## src/rtl/color_changer_entry.sv

```systemverilog
// ---------------------------------------------------------------------------
// color_changer_entry
//
// Keypad-driven colour entry register. Collects NUM_DIGITS hex digits from a
// 4-bit key code stream and assembles them MSB-first into an RGB colour
// (RRGGBB for the default six digits). It sits between the keypad decoder
// and the display/colour pipeline.
//
// Ports:
//   clk          in   1          system clock, all logic on the rising edge
//   reset        in   1          synchronous, active-low reset
//   value        in   4          current key code; 0 = no key, 1..F = key held
//   final_color  out  4*NUM      assembled colour; digit 0 in the top nibble
//   done         out  1          high once all NUM_DIGITS digits are captured
//
// Handshake: there is no valid/ready pair. A "press" is the only event: it
// happens in any cycle where value is nonzero and differs from the value
// sampled on the previous edge. A held key counts once; a direct change
// between two nonzero codes counts as a new press; 0 never counts.
//
// Optional feature (macro COLOR_CHANGER_REENTRY_EN):
//   defined   - a press while done is high starts a new colour on that edge:
//               final_color = {value, 0...}, count = 1, done = 0.
//   undefined - presses after done are ignored until reset.
// ---------------------------------------------------------------------------
module color_changer_entry #(
    parameter int NUM_DIGITS = 6,
    parameter int DIGIT_W    = 4
) (
    input  logic                          clk,
    input  logic                          reset,
    input  logic [DIGIT_W-1:0]            value,
    output logic [DIGIT_W*NUM_DIGITS-1:0] final_color,
    output logic                          done
);

    localparam int COLOR_W = DIGIT_W * NUM_DIGITS;
    localparam int CNT_W   = $clog2(NUM_DIGITS + 1);

    localparam logic [CNT_W-1:0] CNT_FULL = CNT_W'(NUM_DIGITS);
    localparam logic [CNT_W-1:0] CNT_LAST = CNT_W'(NUM_DIGITS - 1);

    // -----------------------------------------------------------------------
    // State registers
    // -----------------------------------------------------------------------
    logic [COLOR_W-1:0] final_color_q, final_color_d;
    logic [CNT_W-1:0]   count_q,       count_d;
    logic [DIGIT_W-1:0] prev_value_q;
    logic               done_q,        done_d;

    // -----------------------------------------------------------------------
    // Press detection
    // -----------------------------------------------------------------------
    logic press;
    logic capture;

    assign press   = (value != '0) && (value != prev_value_q);
    // Capturing is only possible while there is still an empty nibble.
    assign capture = press && (count_q < CNT_FULL);

    // -----------------------------------------------------------------------
    // Next-state logic
    // -----------------------------------------------------------------------
    always_comb begin
        final_color_d = final_color_q;
        count_d       = count_q;
        done_d        = done_q;

        if (capture) begin
            // Digit i lands in the nibble whose MSB is COLOR_W-1-DIGIT_W*i,
            // so the first key ends up in the top nibble.
            for (int i = 0; i < NUM_DIGITS; i++) begin
                if (count_q == CNT_W'(i)) begin
                    final_color_d[COLOR_W-1-DIGIT_W*i -: DIGIT_W] = value;
                end
            end
            count_d = count_q + CNT_W'(1);
            if (count_q == CNT_LAST) begin
                done_d = 1'b1;
            end
        end
`ifdef COLOR_CHANGER_REENTRY_EN
        else if (press && done_q) begin
            // A fresh press after completion starts a new colour, with this
            // key already taken as its first digit.
            final_color_d = {value, {(COLOR_W-DIGIT_W){1'b0}}};
            count_d       = CNT_W'(1);
            done_d        = 1'b0;
        end
`endif
    end

    // -----------------------------------------------------------------------
    // Registers. Reset wins over every other update, including mid-entry
    // and after done. prev_value clears on reset, so a key held through
    // reset release is seen as a press on the first active cycle.
    // -----------------------------------------------------------------------
    always_ff @(posedge clk) begin
        if (!reset) begin
            final_color_q <= '0;
            count_q       <= '0;
            prev_value_q  <= '0;
            done_q        <= 1'b0;
        end else begin
            final_color_q <= final_color_d;
            count_q       <= count_d;
            prev_value_q  <= value;
            done_q        <= done_d;
        end
    end

    assign final_color = final_color_q;
    assign done        = done_q;

endmodule

```

## config.mk

```make
export PLATFORM = sky130hd
export DESIGN_NAME = color_changer_entry
export DESIGN_NICKNAME = d
export VERILOG_FILES = /design/src/rtl/color_changer_entry.sv
export SDC_FILE = /design/constraint.sdc
export NUM_CORES = 1
export LEC_CHECK = 0
export ABC_AREA = 1
export CORE_ASPECT_RATIO = 0.75
export CORE_UTILIZATION = 52
export CTS_CLUSTER_SIZE = 30
export DETAILED_ROUTE_END_ITERATION = 12
export PLACE_DENSITY_LB_ADDON = 0.25
export SLEW_MARGIN = 0
export SYNTH_ARGS = -nofsm -noshare
export SYNTH_HDL_FRONTEND = slang
export SYNTH_SLANG_ARGS = --single-unit
```

## constraint.sdc

```tcl
create_clock -name clk -period 1.5 [get_ports clk]
set_input_delay 0.225 -clock clk [delete_from_list [all_inputs] [get_ports clk]]
set_output_delay 0.225 -clock clk [all_outputs]
set_load 0.05 [all_outputs]
```

==> flow_metrics.tcl, run 1 <==
set metrics [dict create \
    gr-total-overflow 0 \
    skew_ns 0.00358 \
    cts_sinks 32 \
    htreeDepth 2 \
    wl_per_cell_um 9.70 \
    seq_area_frac_synth 0.371 \
    io_pins 31 \
    period_minus_slack_ns 1.35 \
    vias_per_cell 4.52 \
    yosys_warnings 0 \
    ant_nets 0 \
    required_ns 1.72 \
    clock_path_buffers 2 \
    multi_input_area_sq_um 757 \
    coreArea_sq_um 3040 \
    synth_cells 259 \
    rows 17 \
    hold_viol 0 \
    io_buffers 30 \
    crit_fanout 5 \
    grt_usage 0.208 \
    max_clock_freq_ghz 0.743 \
    maxSlewViolCount 0 \
    final_area_sq_um 2210 \
    regArea_sq_um 641 \
    p_leak_nw 1.24 \
    antenna_found_initial 0 \
    avgSynthCellArea_sq_um 6.67 \
    peakVddDrop_mv 0.730 \
    tightestPinTransition_ns 0.397 \
    synth.net_count 270 \
    maxCapViolCount 0 \
    hold_path.class "in2reg" \
    synth_fa_ha_area_frac 0.0362 \
    start_util 0.568 \
    cts_tree "built" \
    drtIter0Drc 107 \
    drtPass1Iterations 4 \
    drive_gt1_frac 0.196 \
    grt_max_degree 26 \
    num_vias 1531 \
    wl_um 3290 \
    status "complete, no violations" \
    synth_compound_area_frac 0.0239 \
    cp.arrival_ns 1.57 \
    ctsHoldBuffers 0 \
    grt_pass1_vias 1326 \
    timing.final.crit_share 0.897 \
    synth_top_family_by_area "simple AND/OR/NAND/NOR gates" \
    cts-root-buf "clkbuf_8" \
    die-width_um 68.6 \
    synth-simple-area-share 0.377 \
    cts_buffers 5 \
    die_y_um 51.9 \
    synth-xor-area-share 0 \
    p_total_w 0.00283 \
    fillerInstances 253 \
    relSlewSlack 0.734 \
    syn2layout_area_growth_pct 27.9 \
    antennaDiodeCount 0 \
    post_dp_cell_area_sq_um 2070 \
    yosysUniqueCellTypes 17 \
    critPathKind "reg2reg" \
    cp-end-kind "register" \
    start_kind "register" \
    post-route-drc-count 0 \
    grt_pass1_wl_um 5480 \
    gp_congestion 0.838 \
    insertion_delay_ns 0.28 \
    setup_viol_count_final 0 \
    power_density_nw_per_um2 1280 \
    dieArea_sq_um 3560 \
    rsz0062_at_grt "false" \
    netlist_area_sq_um 1730 \
    dpl.hpwl_um 2190 \
    muxShareOfSynthArea 0 \
    clk_pin_slew_worst_paths_ns 0.06 \
    layout.nets 311 \
    ys_ff_latch 32 \
    post-route-util 0.726 \
]
## power breakdown
group	total [W]	internal, W	switching, W
Sequential	0.00103	0.000966	0.0000610
Clock	0.000679	0.000374	0.000305
Combinational	0.00113	0.000393	0.000733
## cell type report
type / count / area share
repair buffers: 44 / 0.185
inverters: 71 / 0.121
multi-input cells: 146 / 0.343
well taps: 38 / 0.0215
flip-flops and latches: 32 / 0.290
clock buffers: 8 / 0.0408
## per-layer routing
metal,track usage,part of all wire,up-vias
met2,0.351,0.44,42
met3,0.0658,0.061,5
met5,0,0,-
met4,0.0556,0.013,0
met1,0.253,0.48,641
li1,-,-,843
## sequential cells by signal, summed over array words and instances (netlist names)
| signal | flops |
|---|---|
| count_q | 3 |
| done | 1 |
| final_color | 24 |
| prev_value_q | 4 |
## stage by stage
step | hold slack, ns | worst slack, ns | cells | TNS [ns]
2_1_floorplan | 0.318 | 0.292 | 259 | 0
3_3_place_gp | 0.457 | -0.210 | 328 | -5.02
3_5_place_dp | 0.455 | -0.263 | 328 | -6.17
4_1_cts | 0.467 | 0.0346 | 336 | 0
5_1_grt | 0.252 | 0.0166 | 339 | 0
6_report | 0.233 | 0.154 | 339 | 0
## final timing paths
check / start / end / slack [ns] / cells past startpoint
worst max-delay path: count_q[0]$_SDFFE_PN0P_ / final_color[13]$_SDFFE_PN0P_ / 0.15 / 8
worst min-delay path: value[0] / prev_value_q[0]$_SDFF_PN0_ / 0.23 / 3
worst max register to register: count_q[0]$_SDFFE_PN0P_ / final_color[13]$_SDFFE_PN0P_ / 0.15 / 8
worst min register to register: done$_SDFFE_PN0P_ / done$_SDFFE_PN0P_ / 0.46 / 2
## cell usage after synthesis
master	n	area (sq um)
clkbuf_1	2	7.51
nand3_4	5	87.6
ha_1	5	62.6
buf_2	5	25.0
nand2_4	1	11.3
nand2_2	1	6.26
dfxtp_1	32	641
o21ai_1	3	15.0
a21boi_0	1	7.51
a21boi_4	1	18.8
inv_1	66	248
nand4_1	24	150
nand2_1	67	251
nor2_1	37	139
nand3_1	1	5.00
inv_2	5	18.8
buf_6	3	33.8
## cell families after synthesis
family,after synthesis
buffers and inverters,81
AO/OA/AOI/OAI,5
flip-flops,32
adder cells (fa/ha/maj),5
AND/OR/NAND/NOR,136
## critical path: stages, from the launching register on
cell and delay (ns):
dfxtp_1 0.34, inv_1 0.11, ha_1 0.15, inv_1 0.04, nor2_1 0.31, nand3_4 0.13, nand2_1 0.07, inv_1 0.04
nor2_1 0.09
## placed cells by master (no fill, tap or decap)
cell / n
a21boi_0: 1
a21boi_4: 1
buf_12: 3
buf_4: 35
clkbuf_1: 2
clkbuf_16: 1
clkbuf_8: 6
clkdlybuf4s50_1: 1
dfxtp_1: 32
dlymetal6s2s_1: 4
ha_1: 5
inv_1: 66
inv_2: 5
nand2_1: 67
nand2_2: 1
nand2_4: 1
nand3_1: 1
nand3_4: 5
nand4_1: 24
nor2_1: 36
nor2_2: 1
o21ai_1: 3
## repair_timing
| action | in CTS | in global routing |
|---|---|---|
| gates resized for setup | 0 | 5 |
| endpoints found under the setup margin | 0 | 24 |
| setup buffers | 0 | 2 |
Note: power is estimated with default switching activity, not from simulation.
==> inputs of run 2 (changes only) <==
--- a/config.mk
+++ b/config.mk
@@ -7,7 +7,7 @@
 export LEC_CHECK = 0
 export ABC_AREA = 1
 export CORE_ASPECT_RATIO = 0.75
-export CORE_UTILIZATION = 52
+export CORE_UTILIZATION = 40
 export CTS_CLUSTER_SIZE = 30
 export DETAILED_ROUTE_END_ITERATION = 12
 export PLACE_DENSITY_LB_ADDON = 0.25
==> run 2 against run 1 <==
Utilization is 20 points lower. Critical endpoint unchanged. Clock power is 9.9% lower. Critical path depth is 3 higher. Routed wire length is 1.5% lower. Highest routed layer unchanged. Combinational power is 4% lower. Largest power group unchanged.
==> flow_metrics.tcl, run 2 (synthesis results as in run 1) <==
set metrics [dict create \
    wl_um 3240 \
    hold_path.class "in2reg" \
    dpl.hpwl_um 2300 \
    grt_usage 0.163 \
    antennaDiodeCount 0 \
    cts_buffers 5 \
    critPathKind "in2reg" \
    cp-end-kind "register" \
    tightestPinTransition_ns 0.409 \
    max_clock_freq_ghz 0.714 \
    io_buffers 30 \
    cts_tree "built" \
    cts_sinks 32 \
    clockPowerShare 0.224 \
    p_int_w 0.00165 \
    rsz0062_at_grt "false" \
    drtIter0Drc 82 \
    p_seq_frac 0.380 \
    grt_pass1_vias 1291 \
    relSlewSlack 0.726 \
    cp.arrival_ns 1.57 \
    status "complete, no violations" \
    largest_reg_flops 24 \
    final_area_sq_um 2170 \
    insertion_delay_ns 0.28 \
    num_vias 1508 \
    die_y_um 58.9 \
    p_sw_frac 0.395 \
    gr-total-overflow 0 \
    gp_congestion 0.847 \
    antenna_found_initial 0 \
    cp_common_cell "nand2_1" \
    clock_path_buffers 2 \
    p_leak_nw 1.19 \
    htreeDepth 2 \
    peakVddDrop_mv 0.558 \
    ant_nets 0 \
    drive_gt1_frac 0.185 \
    rows 20 \
    dieArea_sq_um 4590 \
    vias_per_cell 4.28 \
    wl_per_cell_um 9.20 \
    required_ns 1.67 \
    p_comb_frac 0.397 \
    crit_path_max_incr_delay_ns 0.54 \
    final_cell_mix "nand2_1, inv_1, nor2_1" \
    skew_ns 0.00346 \
    period_minus_slack_ns 1.40 \
    start_kind "input port" \
    crit_chain "clkdlybuf4s50_1, inv_2, nand2_1, nand2_1, nor2_1, nand2_2, buf_12, nand3_4, nand2_1, inv_1, nor2_1" \
    fillerInstances 425 \
    crit_fanout 24 \
    ctsHoldBuffers 0 \
    post-route-drc-count 0 \
    maxSlewViolCount 0 \
    die-width_um 77.9 \
    setup_tns_ns 0 \
    grt_max_degree 33 \
    syn2layout_area_growth_pct 25.6 \
    critical_path.top_delay_family "buffers and inverters" \
    critical_path_buf_inv_count 4 \
    start_util 0.421 \
    post_dp_cell_area_sq_um 2090 \
    clk_pin_slew_worst_paths_ns 0.06 \
    timing.final.crit_share 0.933 \
    crit_slowest_cell "clkdlybuf4s50_1" \
    power_density_nw_per_um2 1260 \
    cts-root-buf "clkbuf_8" \
    layout.nets 308 \
    mostFrequentLayoutCell "nand2_1" \
    drtPass1Iterations 4 \
    hold_viol 0 \
    io_pins 31 \
    setup_viol_count_final 0 \
    p_sw_w 0.00108 \
    coreArea_sq_um 4100 \
    maxCapViolCount 0 \
    grt_pass1_wl_um 5720 \
]
[run 2: path summary, 6_finish.rpt]
kind | start | endpoint | slack, ns | cells after the start
min | value[1] | prev_value_q[1]$_SDFF_PN0_ | 0.24 | 3
max reg2reg | count_q[0]$_SDFFE_PN0P_ | final_color[13]$_SDFFE_PN0P_ | 0.14 | 8
max | value[2] | final_color[13]$_SDFFE_PN0P_ | 0.10 | 11
min reg2reg | done$_SDFFE_PN0P_ | done$_SDFFE_PN0P_ | 0.46 | 2
[run 2: what timing repair did]
action | in CTS | in global routing
setup endpoints to repair | 0 | 16
setup buffers | 0 | 0
gates resized for setup | 0 | 2
[run 2: final cells by class]
class                      instances  area (sq um)  area share
clock buffer                       6          72.6      0.0334
clock inverter                     1          5.00     0.00231
inverter                          71           267       0.123
multi-input combinational        146           754       0.348
sequential                        32           641       0.295
tap                               55          68.8      0.0317
timing repair buffer              41           363       0.167
[run 2: worst reg2reg max path: cells and delay by family (launching register included)]
family,cells,cell delay [ns]
adders and majority gates,1,0.15
buffers and inverters,3,0.18
DFF,1,0.35
and+or+nand+nor,4,0.61
[run 2: routing by layer]
metal / track usage / wire [um]
met3: 0.0465 / 136
met1: 0.225 / 1770
met5: 0 / 0
met4: 0.0556 / 9
met2: 0.244 / 1320
[run 2: stage by stage]
step	power (W)	setup slack, ns	instances	util	hold WS [ns]
finish	0.00273	0.100	352	0.529	0.240
global route	0.00294	0.00296	352	0.529	0.264
CTS	0.00278	0.112	352	0.528	0.469
detailed placement	0.00215	-0.185	345	0.509	0.457
global placement	0.00213	-0.186	345	0.509	0.457
floorplan	0.00187	0.292	259	-	0.318
[run 2: power groups by stage]
| stage | Clock (W) | Sequential (W) | Combinational (W) |
|---|---|---|---|
| floorplan | 0 | 0.00137 | 0.000499 |
| global placement | 0 | 0.00105 | 0.00108 |
| detailed placement | 0 | 0.00106 | 0.00109 |
| CTS | 0.000645 | 0.00104 | 0.00109 |
| global route | 0.000690 | 0.00106 | 0.00120 |
| finish | 0.000612 | 0.00104 | 0.00108 |
